### src/rtl/gray_ptr_tracker_if.sv
// Bus between the Gray pointer tracker and its consumer: the Gray count and pop
// request go in; the pointers, occupancy and status flags come back.
interface gray_ptr_tracker_if #(
    parameter int BITS = 3
);
    logic [BITS-1:0] i_g_in;
    logic            i_pop;
    logic            o_pop_ack;
    logic [BITS-1:0] o_g_sync;
    logic [BITS-1:0] o_b_sync;
    logic [BITS-1:0] o_rd_ptr;
    logic [BITS-1:0] o_occupancy;
    logic            o_empty;
    logic            o_full;
    logic            o_gray_err;
    logic            o_overrun;

    modport master (
        output i_g_in, i_pop,
        input  o_pop_ack, o_g_sync, o_b_sync, o_rd_ptr, o_occupancy,
        input  o_empty, o_full, o_gray_err, o_overrun
    );

    modport slave (
        input  i_g_in, i_pop,
        output o_pop_ack, o_g_sync, o_b_sync, o_rd_ptr, o_occupancy,
        output o_empty, o_full, o_gray_err, o_overrun
    );
endinterface

### src/rtl/gray_ptr_tracker.sv
// Read-side tracker: synchronises an upstream Gray count, decodes it to binary,
// and maintains a local read pointer with occupancy, Gray-step and overrun flags.
module gray_ptr_tracker #(
    parameter int BITS = 3
) (
    input  logic                clk,
    input  logic                reset,
    gray_ptr_tracker_if.slave   bus
);

    function automatic logic [BITS-1:0] gray2bin(input logic [BITS-1:0] g);
        logic [BITS-1:0] b;
        b[BITS-1] = g[BITS-1];
        for (int i = BITS - 2; i >= 0; i--) begin
            b[i] = b[i+1] ^ g[i];
        end
        return b;
    endfunction

    logic [BITS-1:0] r_s1;
    logic [BITS-1:0] r_s2;
    logic [BITS-1:0] r_g_prev;
    logic [BITS-1:0] r_b_sync;
    logic [BITS-1:0] r_rd_ptr;
    logic            r_gray_err;
    logic            r_overrun;

    logic [BITS-1:0] w_b_next;
    logic [BITS-1:0] w_diff;
    logic            w_multi_bit;
    logic [BITS-1:0] w_occupancy;
    logic            w_empty;
    logic            w_full;
    logic            w_pop_ack;

    assign w_b_next    = gray2bin(r_s2);
    assign w_diff      = r_s2 ^ r_g_prev;
    // Clearing the lowest set bit leaves something only if two or more bits differ.
    assign w_multi_bit = (w_diff & (w_diff - BITS'(1))) != '0;
    assign w_occupancy = r_b_sync - r_rd_ptr;
    assign w_empty     = (w_occupancy == '0);
    assign w_full      = (w_occupancy == '1);
    assign w_pop_ack   = bus.i_pop & ~w_empty;

    always_ff @(posedge clk) begin
        if (reset) begin
            r_s1       <= '0;
            r_s2       <= '0;
            r_g_prev   <= '0;
            r_b_sync   <= '0;
            r_rd_ptr   <= '0;
            r_gray_err <= 1'b0;
            r_overrun  <= 1'b0;
        end else begin
            r_s1     <= bus.i_g_in;
            r_s2     <= r_s1;
            r_g_prev <= r_s2;
            r_b_sync <= w_b_next;
            if (w_multi_bit) begin
                r_gray_err <= 1'b1;
            end
            // b_sync still advances on an overrun; occupancy aliases from here on.
            if ((w_b_next != r_b_sync) && w_full && !w_pop_ack) begin
                r_overrun <= 1'b1;
            end
            if (w_pop_ack) begin
                r_rd_ptr <= r_rd_ptr + BITS'(1);
            end
        end
    end

    assign bus.o_pop_ack   = w_pop_ack;
    assign bus.o_g_sync    = r_s2;
    assign bus.o_b_sync    = r_b_sync;
    assign bus.o_rd_ptr    = r_rd_ptr;
    assign bus.o_occupancy = w_occupancy;
    assign bus.o_empty     = w_empty;
    assign bus.o_full      = w_full;
    assign bus.o_gray_err  = r_gray_err;
    assign bus.o_overrun   = r_overrun;

endmodule
### src/flat_wrapper.sv
// flat-port wrapper written by rule: the top's interface ports become plain ports
module gray_ptr_tracker_flat 
#(
    parameter int BITS = 3
)
  (clk, reset, bus_i_g_in, bus_i_pop, bus_o_pop_ack, bus_o_g_sync, bus_o_b_sync, bus_o_rd_ptr, bus_o_occupancy, bus_o_empty, bus_o_full, bus_o_gray_err, bus_o_overrun);
  gray_ptr_tracker_if #(.BITS(BITS)) bus_i ();
  input  logic clk;
  input  logic reset;
  input wire logic [$bits(bus_i.i_g_in)-1:0] bus_i_g_in;
  input wire logic [$bits(bus_i.i_pop)-1:0] bus_i_pop;
  output wire logic [$bits(bus_i.o_pop_ack)-1:0] bus_o_pop_ack;
  output wire logic [$bits(bus_i.o_g_sync)-1:0] bus_o_g_sync;
  output wire logic [$bits(bus_i.o_b_sync)-1:0] bus_o_b_sync;
  output wire logic [$bits(bus_i.o_rd_ptr)-1:0] bus_o_rd_ptr;
  output wire logic [$bits(bus_i.o_occupancy)-1:0] bus_o_occupancy;
  output wire logic [$bits(bus_i.o_empty)-1:0] bus_o_empty;
  output wire logic [$bits(bus_i.o_full)-1:0] bus_o_full;
  output wire logic [$bits(bus_i.o_gray_err)-1:0] bus_o_gray_err;
  output wire logic [$bits(bus_i.o_overrun)-1:0] bus_o_overrun;
  assign bus_i.i_g_in = bus_i_g_in;
  assign bus_i.i_pop = bus_i_pop;
  assign bus_o_pop_ack = bus_i.o_pop_ack;
  assign bus_o_g_sync = bus_i.o_g_sync;
  assign bus_o_b_sync = bus_i.o_b_sync;
  assign bus_o_rd_ptr = bus_i.o_rd_ptr;
  assign bus_o_occupancy = bus_i.o_occupancy;
  assign bus_o_empty = bus_i.o_empty;
  assign bus_o_full = bus_i.o_full;
  assign bus_o_gray_err = bus_i.o_gray_err;
  assign bus_o_overrun = bus_i.o_overrun;
  gray_ptr_tracker #(.BITS(BITS)) u_core (.clk(clk), .reset(reset), .bus(bus_i));
endmodule
### config.mk
export PLATFORM = sky130hd
export DESIGN_NAME = gray_ptr_tracker_flat
export DESIGN_NICKNAME = d
export VERILOG_FILES = /design/src/rtl/gray_ptr_tracker_if.sv /design/src/rtl/gray_ptr_tracker.sv /design/src/flat_wrapper.sv
export SDC_FILE = /design/constraint.sdc
export NUM_CORES = 1
export LEC_CHECK = 0
export ABC_CLOCK_PERIOD_IN_PS = 1890
export BUFFER_PORTS_ARGS = -buffer_cell sky130_fd_sc_hd__buf_4
export CAP_MARGIN = 20
export CORE_MARGIN = 1.5
export CORE_UTILIZATION = 43
export CTS_CLUSTER_DIAMETER = 200
export DETAILED_ROUTE_END_ITERATION = 8
export HOLD_SLACK_MARGIN = 0.12
export MAX_ROUTING_LAYER = met4
export PLACE_DENSITY = 0.75
export REMOVE_ABC_BUFFERS = 1
export SLEW_MARGIN = 0
export SYNTH_ARGS = -nofsm -noshare
export SYNTH_HDL_FRONTEND = slang
export SYNTH_SLANG_ARGS = --single-unit
### constraint.sdc
create_clock -name clk -period 1.89 [get_ports clk]
set_input_delay 0.189 -clock clk [delete_from_list [all_inputs] [get_ports clk]]
set_output_delay 0.189 -clock clk [all_outputs]
set_load 0.02 [all_outputs]
# After elaboration in Yosys (flattened, before gate mapping)
# Index checks and enable logic that the tools add are counted.
# op_classes
addsub	3
n_eq_ne	2
bitwise	6
n_reduce_logical	5
# op_table
op	count
$add A3 B1 Y3 const B	1
$and A3 B3 Y3	1
$eq A3 B3 Y1 const B	1
$logic_not A3 Y1	1
$ne A3 B3 Y1	1
$reduce_bool A3 Y1	1
$sub A3 B1 Y3 const B	1
$sub A3 B3 Y3	1
$xor A3 B3 Y3	1
$logic_and A1 B1 Y1	2
$xor A1 B1 Y1	2
$and A1 B1 Y1	1
$logic_not A1 Y1	1
$not A1 Y1	1
# word_totals
reg_bits	17
out_inout_bits	17

# Depth between registers and ports, before layout
# Gate-level depths: netlist (run 1).
# depth
word_depth	6
mapped_depth	6

# Worst setup path before layout (run 1)
# No wires, ideal clock.
# synth_path
kind	register -> register
startpoint	reg u_core.r_b_sync[0] (netlist: u_core.bus.o_b_sync[0])
endpoint	reg u_core.r_rd_ptr[0] (netlist: u_core.bus.o_rd_ptr[0])
setup_ns	0.121
arrival_ns	2.116
required_time_ns	1.769
slack_ns	-0.348
stages_incl_launch_ff	7
period_less_slack_ns	2.238
cell_sequence	dfxtp_1 > inv_1 > ha_1 > fa_1 > xor3_2 > o21a_4 > mux2_4
# synth_via
elab_chain_cells	4
# synth_lines
item	line_no	rtl
from (decl)	gray_ptr_tracker.sv:23	logic [BITS-1:0] r_b_sync;
from (signal assigned)	gray_ptr_tracker.sv:58	r_b_sync <= w_b_next;
$sub A3 B3 Y3	gray_ptr_tracker.sv:40	assign w_occupancy = r_b_sync - r_rd_ptr;
via bus_o_occupancy[2]	flat_wrapper.sv:16	output wire logic [$bits(bus_i.o_occupancy)-1:0] bus_o_occupancy;
$logic_not A3 Y1	gray_ptr_tracker.sv:41	assign w_empty = (w_occupancy == '0);
$not A1 Y1	gray_ptr_tracker.sv:43	assign w_pop_ack = bus.i_pop & ~w_empty;
$and A1 B1 Y1	gray_ptr_tracker.sv:43	
via bus_o_pop_ack	flat_wrapper.sv:12	output wire logic [$bits(bus_i.o_pop_ack)-1:0] bus_o_pop_ack;
to (signal assigned)	gray_ptr_tracker.sv:67	r_rd_ptr <= r_rd_ptr + BITS'(1);
to (decl)	gray_ptr_tracker.sv:24	logic [BITS-1:0] r_rd_ptr;
# The timed path passes the listed nets, and every way through them passes these cells.
# A chain may end at the register's enable or synchronous reset.

# Final worst setup path (run 1)
# layout_path
startpoint	reg u_core.r_b_sync[0] (netlist: u_core.bus.o_b_sync[0])
endpoint	out bus_o_pop_ack
# layout_via
elab_chain_cells	4
# layout_lines
item	line_no
$sub A3 B3 Y3	gray_ptr_tracker.sv:40
$logic_not A3 Y1	gray_ptr_tracker.sv:41
$not A1 Y1	gray_ptr_tracker.sv:43
$and A1 B1 Y1	gray_ptr_tracker.sv:43
to (decl)	flat_wrapper.sv:12
# Every way passes these cells.

==> results_dict.tcl, run 1 <==
set metrics [dict create \
    dpl.hpwl_um 1010 \
    synthFlopType "dfxtp_1" \
    yosysMostFrequentCell "dfxtp_1" \
    yosys-top-cells-area "dfxtp_1 (43%), nor2b_1 (9.3%), xor2_1 (3.5%)" \
    drt-total-wl_um 1440 \
    numClockSinks 16 \
    async_flop_share_pct 0 \
    max_slew_margin_pct 81.2 \
    period_minus_slack_ns 1.97 \
    syn_area_um2 741 \
    fin_worst_skew_ns 0.00332 \
    critical_path.max_fanout 3 \
    worst-path-buf-inv 2 \
    fmax_mhz 509 \
    clk_pin_slew_worst_paths_ns 0.10 \
    ios 23 \
    yosys_register_bits 16 \
    setup_violations 3 \
    post-route-period-util_pct 104 \
    dr.pass1.iters 5 \
    drt_iter0_markers 7 \
    crit_path_top_delay_cell "fa_2" \
    antenna_cells 0 \
    synth_edf_count 0 \
    worst_pin_slew_ns 0.281 \
    die-width_um 44.5 \
    cts_made_buffers 3 \
    crit_path_end_kind "primary output" \
    syn_inst 75 \
    cts_max_path_buffers 2 \
    ant_nets 0 \
    vias 607 \
    ys_seq_area_share_pct 43.2 \
    ys_types 29 \
    netlist.area_leader.share_pct 43.2 \
    port_buffers 22 \
    fin_area_um2 1050 \
    synth_warnings 0 \
    crit_chain "inv_2 > ha_4 > fa_2 > nand2_2 > o21a_4 > buf_6" \
    required_ns 1.70 \
    power_leakage_nw 0.499 \
    rows 14 \
    post_dp_cell_area_um2 936 \
    synth_common_cells "dfxtp_1 (16), nor2b_1 (11), inv_1 (6), nand2_1 (4), nor2_1 (4)" \
    h-tree-depth 1 \
    die_area_um2 1980 \
    p_per_area_nw_per_um2 1270 \
    drive_above_1_share_pct 40.6 \
    wire_per_inst_um 11.8 \
    grt_max_degree 20 \
    die-height_um 44.5 \
    globalplace.congestion 0.800 \
    synth_largest_area_cell "dfxtp_1" \
    coreArea_um2 1560 \
    vias_per_cell 4.98 \
    syn2layout_area_growth_pct 42.4 \
    max_stage_delay_ns 0.54 \
    drv_slew 0 \
    cts_tree "done" \
    first_global_vias 569 \
    cap_violations 0 \
    hold_violations 0 \
    grt_use_total_pct 17.7 \
    ir_drop_v 0.000898 \
    crit_arrival_ns 1.78 \
    insertion_delay_ns 0.29 \
    layout.nets 116 \
    cp_top_family "adder cells" \
    violations "DRC, setup timing" \
    layout_setup_ws_ns -0.0765 \
    criticalPathCategory "flip-flop to primary output" \
    cp-start-kind "flip-flop" \
    hp-class "primary input to flip-flop" \
    rsz0062_at_grt "true" \
    initial_core_util_pct 47.5 \
    holdWs_ns 0.196 \
    grt_pass1_wl_um 2460 \
    n_fill_cell 133 \
    drc 2 \
    root_buffer "clkbuf_4" \
    syn_area_per_cell_um2 9.88 \
    status "complete, but fails checks" \
    antenna_found_initial 0 \
    grt_overflow_total 0 \
]
[sequential cells by signal, summed over array words and instances (netlist names)]
name,cells
u_core.bus.o_b_sync,3
u_core.bus.o_g_sync,3
u_core.bus.o_rd_ptr,3
u_core.r_s1,3
u_core.r_g_prev,2
u_core.bus.o_gray_err,1
u_core.bus.o_overrun,1
[metal layers]
layer	vias to the layer above	global-route usage [%]	wire length [µm]
met3	4	3.67	65
met1	278	22.4	673
met4	0	9.09	25
met5	-	-	0
met2	14	26.4	679
li1	311	-	-
[logic make-up after synthesis]
logic type,count (synthesis),synth area share (%)
fa+ha+maj,3,6.08
buf+inv,11,6.76
simple gates,27,20.8
xor+xnor,6,9.29
compound gates,10,10.5
mux,2,3.38
flops,16,43.2
[report_power, final]
group / internal (mW) / total [mW] / switching, mW
combinational: 0.374 / 0.719 / 0.346
clock: 0.117 / 0.227 / 0.110
sequential: 0.367 / 0.397 / 0.0296
total: 0.858 / 1.34 / 0.485
[worst paths after layout]
check | slack [ns] | startpoint | to | cells past startpoint
min reg2reg | 0.45 | u_core.r_s1[1] | u_core.bus.o_g_sync[1] | 1
max | -0.08 | u_core.bus.o_b_sync[0] | bus_o_pop_ack | 6
min | 0.20 | reset | u_core.bus.o_b_sync[0] | 2
max reg2reg | 0.01 | u_core.bus.o_b_sync[0] | u_core.bus.o_rd_ptr[0] | 7
[final cells by class]
cell class                      instances  area, µm²  share of cell area [%]
Inverter                                6       22.5                    2.14
Timing Repair Buffer                   32        263                    24.9
Multi-Input combinational cell         48        392                    37.1
Clock buffer                            4       36.3                    3.44
Tap cell                               16       20.0                    1.90
Sequential cell                        16        322                    30.5
[per-stage QoR]
stage	setup slack [ns]	total power [mW]	TNS, ns	instances	util, %
2_1_floorplan	-0.348	0.768	-1.59	70	-
3_3_place_gp	-0.0620	1.01	-0.131	113	60.0
3_5_place_dp	-0.0893	1.02	-0.263	113	60.0
4_1_cts	-0.114	1.34	-0.300	122	67.2
5_1_grt	-0.135	1.42	-0.376	122	67.7
6_report	-0.0765	1.34	-0.128	122	67.7
[placed cells by master, fill, tap and decap left out, types with 2 or more instances in the layout]
master / n
inv_1: 5
buf_4: 25
nor2b_1: 11
o211ai_1: 2
xnor2_1: 2
dfxtp_1: 15
dlygate4sd3_1: 3
nor2_1: 4
a211o_1: 2
xor2_1: 3
buf_6: 4
clkbuf_4: 3
nand2_1: 3
a21oi_1: 3
[what timing repair did]
action / 4_1_cts / 5_1_grt
pin swaps: 4 / 4
hold buffers: 3 / 0
gates resized for setup: 9 / 2
hold endpoints to repair: 3 / 0
setup endpoints to repair: 8 / 7
buffers inserted: 2 / 0
(Power assumes the default switching activity.)
==> run 2: changes to the inputs <==
- ABC_AREA: not set -> 1
- CORE_UTILIZATION: 43 -> 44
==> results_dict.tcl, run 2 <==
set metrics [dict create \
    yosysMostFrequentCell "inv_1" \
    max_slew_margin_pct 80.8 \
    netlist.area_leader.share_pct 41.1 \
    fin_area_um2 1060 \
    setup_violations 3 \
    use_met3_pct 4.00 \
    synth-simple-area-share_pct 24.1 \
    cp-start-kind "flip-flop" \
    synth_common_cells "inv_1 (20), nand2_1 (19), nor2_1 (18), dfxtp_1 (16), nand3_1 (5)" \
    yosys-top-cells-area "dfxtp_1 (41%), inv_1 (9.6%), nand2_1 (9.1%)" \
    criticalPathCategory "flip-flop to primary output" \
    rsz0062_at_grt "true" \
    most-common-layout-cells "buf_4 (23), inv_1 (19), nand2_1 (19)" \
    power_leakage_nw 0.547 \
    ys_seq_area_share_pct 41.1 \
    period_minus_slack_ns 2.00 \
    required_ns 1.70 \
    synth-adder-area-share_pct 7.22 \
    ios 23 \
    yosys_register_bits 16 \
    antenna_found_initial 0 \
    syn_inst 106 \
    numClockSinks 16 \
    post_dp_cell_area_um2 928 \
    crit_chain "inv_2 > ha_4 > fa_2 > nand2_1 > inv_1 > nand3_2 > nand2_2 > inv_2 > buf_6" \
    p_per_area_nw_per_um2 1100 \
    synthMuxAreaShare_pct 0 \
    crit_path_end_kind "primary output" \
    fin_worst_skew_ns 0.000951 \
    layout_setup_ws_ns -0.105 \
    globalRouteMet2Util_pct 29.1 \
    wire_per_inst_um 10.1 \
    layout.nets 144 \
    synth_warnings 0 \
    syn_area_per_cell_um2 7.35 \
    insertion_delay_ns 0.29 \
    antenna_cells 0 \
    crit_path_top_delay_cell "fa_2" \
    coreArea_um2 1690 \
    hold_violations 0 \
    drive_above_1_share_pct 32.1 \
    initial_core_util_pct 46.1 \
    async_flop_share_pct 0 \
    drt-total-wl_um 1530 \
    syn_area_um2 779 \
    root_buffer "clkbuf_4" \
    drv_slew 0 \
    use_met1_pct 15.8 \
    synthFlopType "dfxtp_1" \
    hp-class "primary input to flip-flop" \
    port_buffers 22 \
    die-width_um 45.1 \
    drc 0 \
    clk_pin_slew_worst_paths_ns 0.09 \
    post-route-period-util_pct 106 \
    dr.pass1.iters 4 \
    grt_use_total_pct 17.4 \
    cts_max_path_buffers 2 \
    die-height_um 45.1 \
    violations "setup timing" \
    cts_made_buffers 3 \
    crit_arrival_ns 1.81 \
    max_stage_delay_ns 0.53 \
    cap_violations 0 \
    fmax_mhz 501 \
    cts_tree "done" \
    rows 15 \
    drt_iter0_markers 5 \
    synth_xor_area_share_pct 6.74 \
    synth_top_family_by_area "simple AND/OR/NAND/NOR gates" \
    first_global_vias 631 \
    vias 705 \
    top_usage_layer "met2" \
    synth_edf_count 0 \
    grt_pass1_wl_um 2370 \
    cpMostUsedCell "inv_2" \
    worst_pin_slew_ns 0.287 \
    status "complete, but fails checks" \
    ys_types 21 \
    ir_drop_v 0.000701 \
    synth_largest_area_cell "dfxtp_1" \
    vias_per_cell 4.67 \
    dpl.hpwl_um 1090 \
    die_area_um2 2030 \
    final_common_cell "buf_4" \
    ant_nets 0 \
    holdWs_ns 0.165 \
    grt_max_degree 16 \
    globalplace.congestion 0.836 \
    h-tree-depth 1 \
    syn2layout_area_growth_pct 35.8 \
    grt_overflow_total 0 \
    critical_path.max_fanout 3 \
    synth-compound-area-share_pct 4.98 \
]
-- run 2: cells by family after synthesis --
group | Yosys count
buf+inv | 28
compound gates | 7
simple gates | 45
xor+xnor | 6
fa+ha+maj | 4
flops | 16
-- run 2: stage by stage --
stage | cells | setup TNS, ns | power (mW) | worst slack [ns] | utilization [%]
6_report | 151 | -0.202 | 1.16 | -0.105 | 62.7
5_1_grt | 151 | -0.490 | 1.24 | -0.195 | 62.7
4_1_cts | 151 | -0.221 | 1.16 | -0.111 | 62.5
3_5_place_dp | 140 | 0 | 0.854 | 0.0661 | 55.0
3_3_place_gp | 140 | 0 | 0.842 | 0.135 | 55.0
2_1_floorplan | 101 | 0 | 0.686 | 0.0715 | -
-- run 2: power breakdown --
group / internal (mW) / switching, mW
logic: 0.253 / 0.284
clock network: 0.117 / 0.106
registers: 0.368 / 0.0353
-- run 2: critical path: cells and delay by family (launching register included) --
family | cells | cell delay, ns
AND/OR/NAND/NOR | 3 | 0.22
flip-flops | 1 | 0.34
buffers and inverters | 4 | 0.27
adder cells (fa/ha/maj) | 2 | 0.68
-- run 2: cell type report --
type / count / area (µm²)
Fill cell: 154 / 631
Multi-Input combinational cell: 62 / 353
Sequential cell: 16 / 325
Timing Repair Buffer: 29 / 236
Inverter: 23 / 86.3
Clock buffer: 4 / 36.3
Tap cell: 17 / 21.3
-- run 2: worst paths after layout --
path                          start  cells past startpoint  slack [ns]                      to
max          u_core.bus.o_b_sync[0]                      9       -0.11           bus_o_pop_ack
min                           reset                      2        0.17   u_core.bus.o_gray_err
max reg2reg  u_core.bus.o_b_sync[0]                     11        0.14  u_core.bus.o_rd_ptr[1]
min reg2reg          u_core.r_s1[2]                      2        0.41  u_core.bus.o_g_sync[2]
-- run 2: timing repair --
item,CTS,global route
hold endpoints to repair,3,0
hold buffers,3,0
setup endpoints to repair,4,5
pin swaps,5,2
buffers inserted,4,0
resized for setup,10,1
-- run 2: routing by layer --
metal  share of wire, %  vias to the layer above
met3                4.8                        7
met4                3.6                        0
met1                 43                      312
li1                   -                      366
met5                  0                        -
met2                 49                       20
==> run 3: changes to the inputs <==
- PLACE_DENSITY: 0.75 -> not set
- PLACE_DENSITY_LB_ADDON: not set -> 0.15
==> results_dict.tcl, run 3 (same netlist as run 2, synthesis figures left out) <==
set metrics [dict create \
    first_global_vias 608 \
    insertion_delay_ns 0.28 \
    period_minus_slack_ns 1.98 \
    initial_core_util_pct 46.1 \
    timing.setup.tns_ns -0.129 \
    violations "setup timing" \
    dr.pass1.iters 3 \
    criticalPathCategory "flip-flop to primary output" \
    die-height_um 45.1 \
    final_common_cell "buf_4" \
    drc 0 \
    pre_cts_ws_ns 0.0897 \
    layoutNonFillerInstCount 151 \
    crit_start "u_core.bus.o_b_sync[0]" \
    fmax_mhz 504 \
    antenna_cells 0 \
    power_leakage_nw 0.547 \
    drv_slew 0 \
    ios 23 \
    cts_tree "done" \
    coreArea_um2 1690 \
    die-width_um 45.1 \
    r2r_cells 11 \
    dpl.cell_count 140 \
    die_area_um2 2030 \
    critical_path.max_fanout 3 \
    most-common-layout-cells "buf_4 (24), inv_1 (19), nand2_1 (19)" \
    min_from "reset" \
    grt_pass1_wl_um 2310 \
    dpl.hpwl_um 977 \
    cts_made_buffers 3 \
    drive_above_1_share_pct 32.1 \
    grt_max_degree 16 \
    max_slew_margin_pct 79.0 \
    root_buffer "clkbuf_4" \
    vias_per_cell 4.51 \
    layout.nets 144 \
    r2r-end "u_core.bus.o_rd_ptr[2]" \
    syn2layout_area_growth_pct 35.6 \
    drt_iter0_markers 1 \
    post-route-period-util_pct 105 \
    holdWs_ns 0.169 \
    grt_overflow_total 0 \
    clk_pin_slew_worst_paths_ns 0.09 \
    grt_use_total_pct 16.1 \
    cp-start-kind "flip-flop" \
    antenna_found_initial 0 \
    ant_nets 0 \
    setup_violations 2 \
    r2r_slack_ns 0.11 \
    fin_worst_skew_ns 0.00303 \
    cap_violations 0 \
    p_per_area_nw_per_um2 1080 \
    crit_arrival_ns 1.80 \
    layout_setup_ws_ns -0.0943 \
    port_buffers 22 \
    numClockSinks 16 \
    hp-class "primary input to flip-flop" \
    final_util_pct 62.6 \
    worst_pin_slew_ns 0.315 \
    crit_path_end_kind "primary output" \
    globalplace.congestion 0.685 \
    drt-total-wl_um 1380 \
    whs_endpoint "u_core.bus.o_gray_err" \
    rsz0062_at_grt "true" \
    h-tree-depth 1 \
    wire_per_inst_um 9.14 \
    cts_max_path_buffers 2 \
    ir_drop_v 0.000614 \
    required_ns 1.70 \
    status "complete, but fails checks" \
    hold_violations 0 \
    min_path_cells 2 \
    r2r-start "u_core.bus.o_b_sync[0]" \
    vias 681 \
    rows 15 \
]
-- run 3: cell counts in the layout (fill, tap and decap cells not counted) --
No cell type changed its count.
-- run 3: power by group --
group          switching [mW]  internal [mW]
logic                   0.279          0.240
clock network           0.105          0.117
registers              0.0302          0.367
total                   0.414          0.725
-- run 3: area by class of cell --
cell class / instances / area, µm²
fill: 157 / 632
tap: 17 / 21.3
timing repair buffer: 29 / 233
clock buffer: 4 / 36.3
multi-input combinational: 62 / 355
sequential: 16 / 325
inverter: 23 / 86.3
-- run 3: per-stage QoR --
stage | cell area (µm²) | total power, mW
3_5_place_dp | 928 | 0.851
2_1_floorplan | 742 | 0.686
5_1_grt | 1060 | 1.22
6_report | 1060 | 1.14
4_1_cts | 1040 | 1.13
3_3_place_gp | 928 | 0.843
-- run 3: worst max path at each step --
| stage | depth (start not counted) | endpoint | slack [ns] |
|---|---|---|---|
| after floorplan | 10 | u_core.bus.o_rd_ptr[1] | 0.07 |
| after global routing | 9 | bus_o_pop_ack | -0.18 |
| final | 9 | bus_o_pop_ack | -0.09 |
| after detailed placement | 9 | bus_o_pop_ack | 0.09 |
| after global placement | 9 | bus_o_pop_ack | 0.12 |
| after CTS | 9 | bus_o_pop_ack | -0.13 |
-- run 3: timing repair --
item / 4_1_cts / 5_1_grt
hold buffers: 3 / 0
pin swaps: 4 / 2
endpoints found under the hold margin: 3 / 0
setup endpoints to repair: 3 / 4
gates resized for setup: 8 / 3
setup buffers: 3 / 1
-- run 3: critical path: stages, from the launching register on --
cell	delay, ns
dfxtp_2	0.34
inv_2	0.05
ha_4	0.15
fa_2	0.53
nand2_1	0.05
inv_1	0.06
nand3_2	0.08
nand2_2	0.09
inv_2	0.05
buf_6	0.12
-- run 3: layer usage --
layer / track usage [%] / vias up / wire, µm
met5: - / - / 0
met4: 3.53 / 0 / 0
met3: 6.00 / 0 / 71
met2: 27.4 / 13 / 679
met1: 17.7 / 300 / 628
li1: - / 368 / -
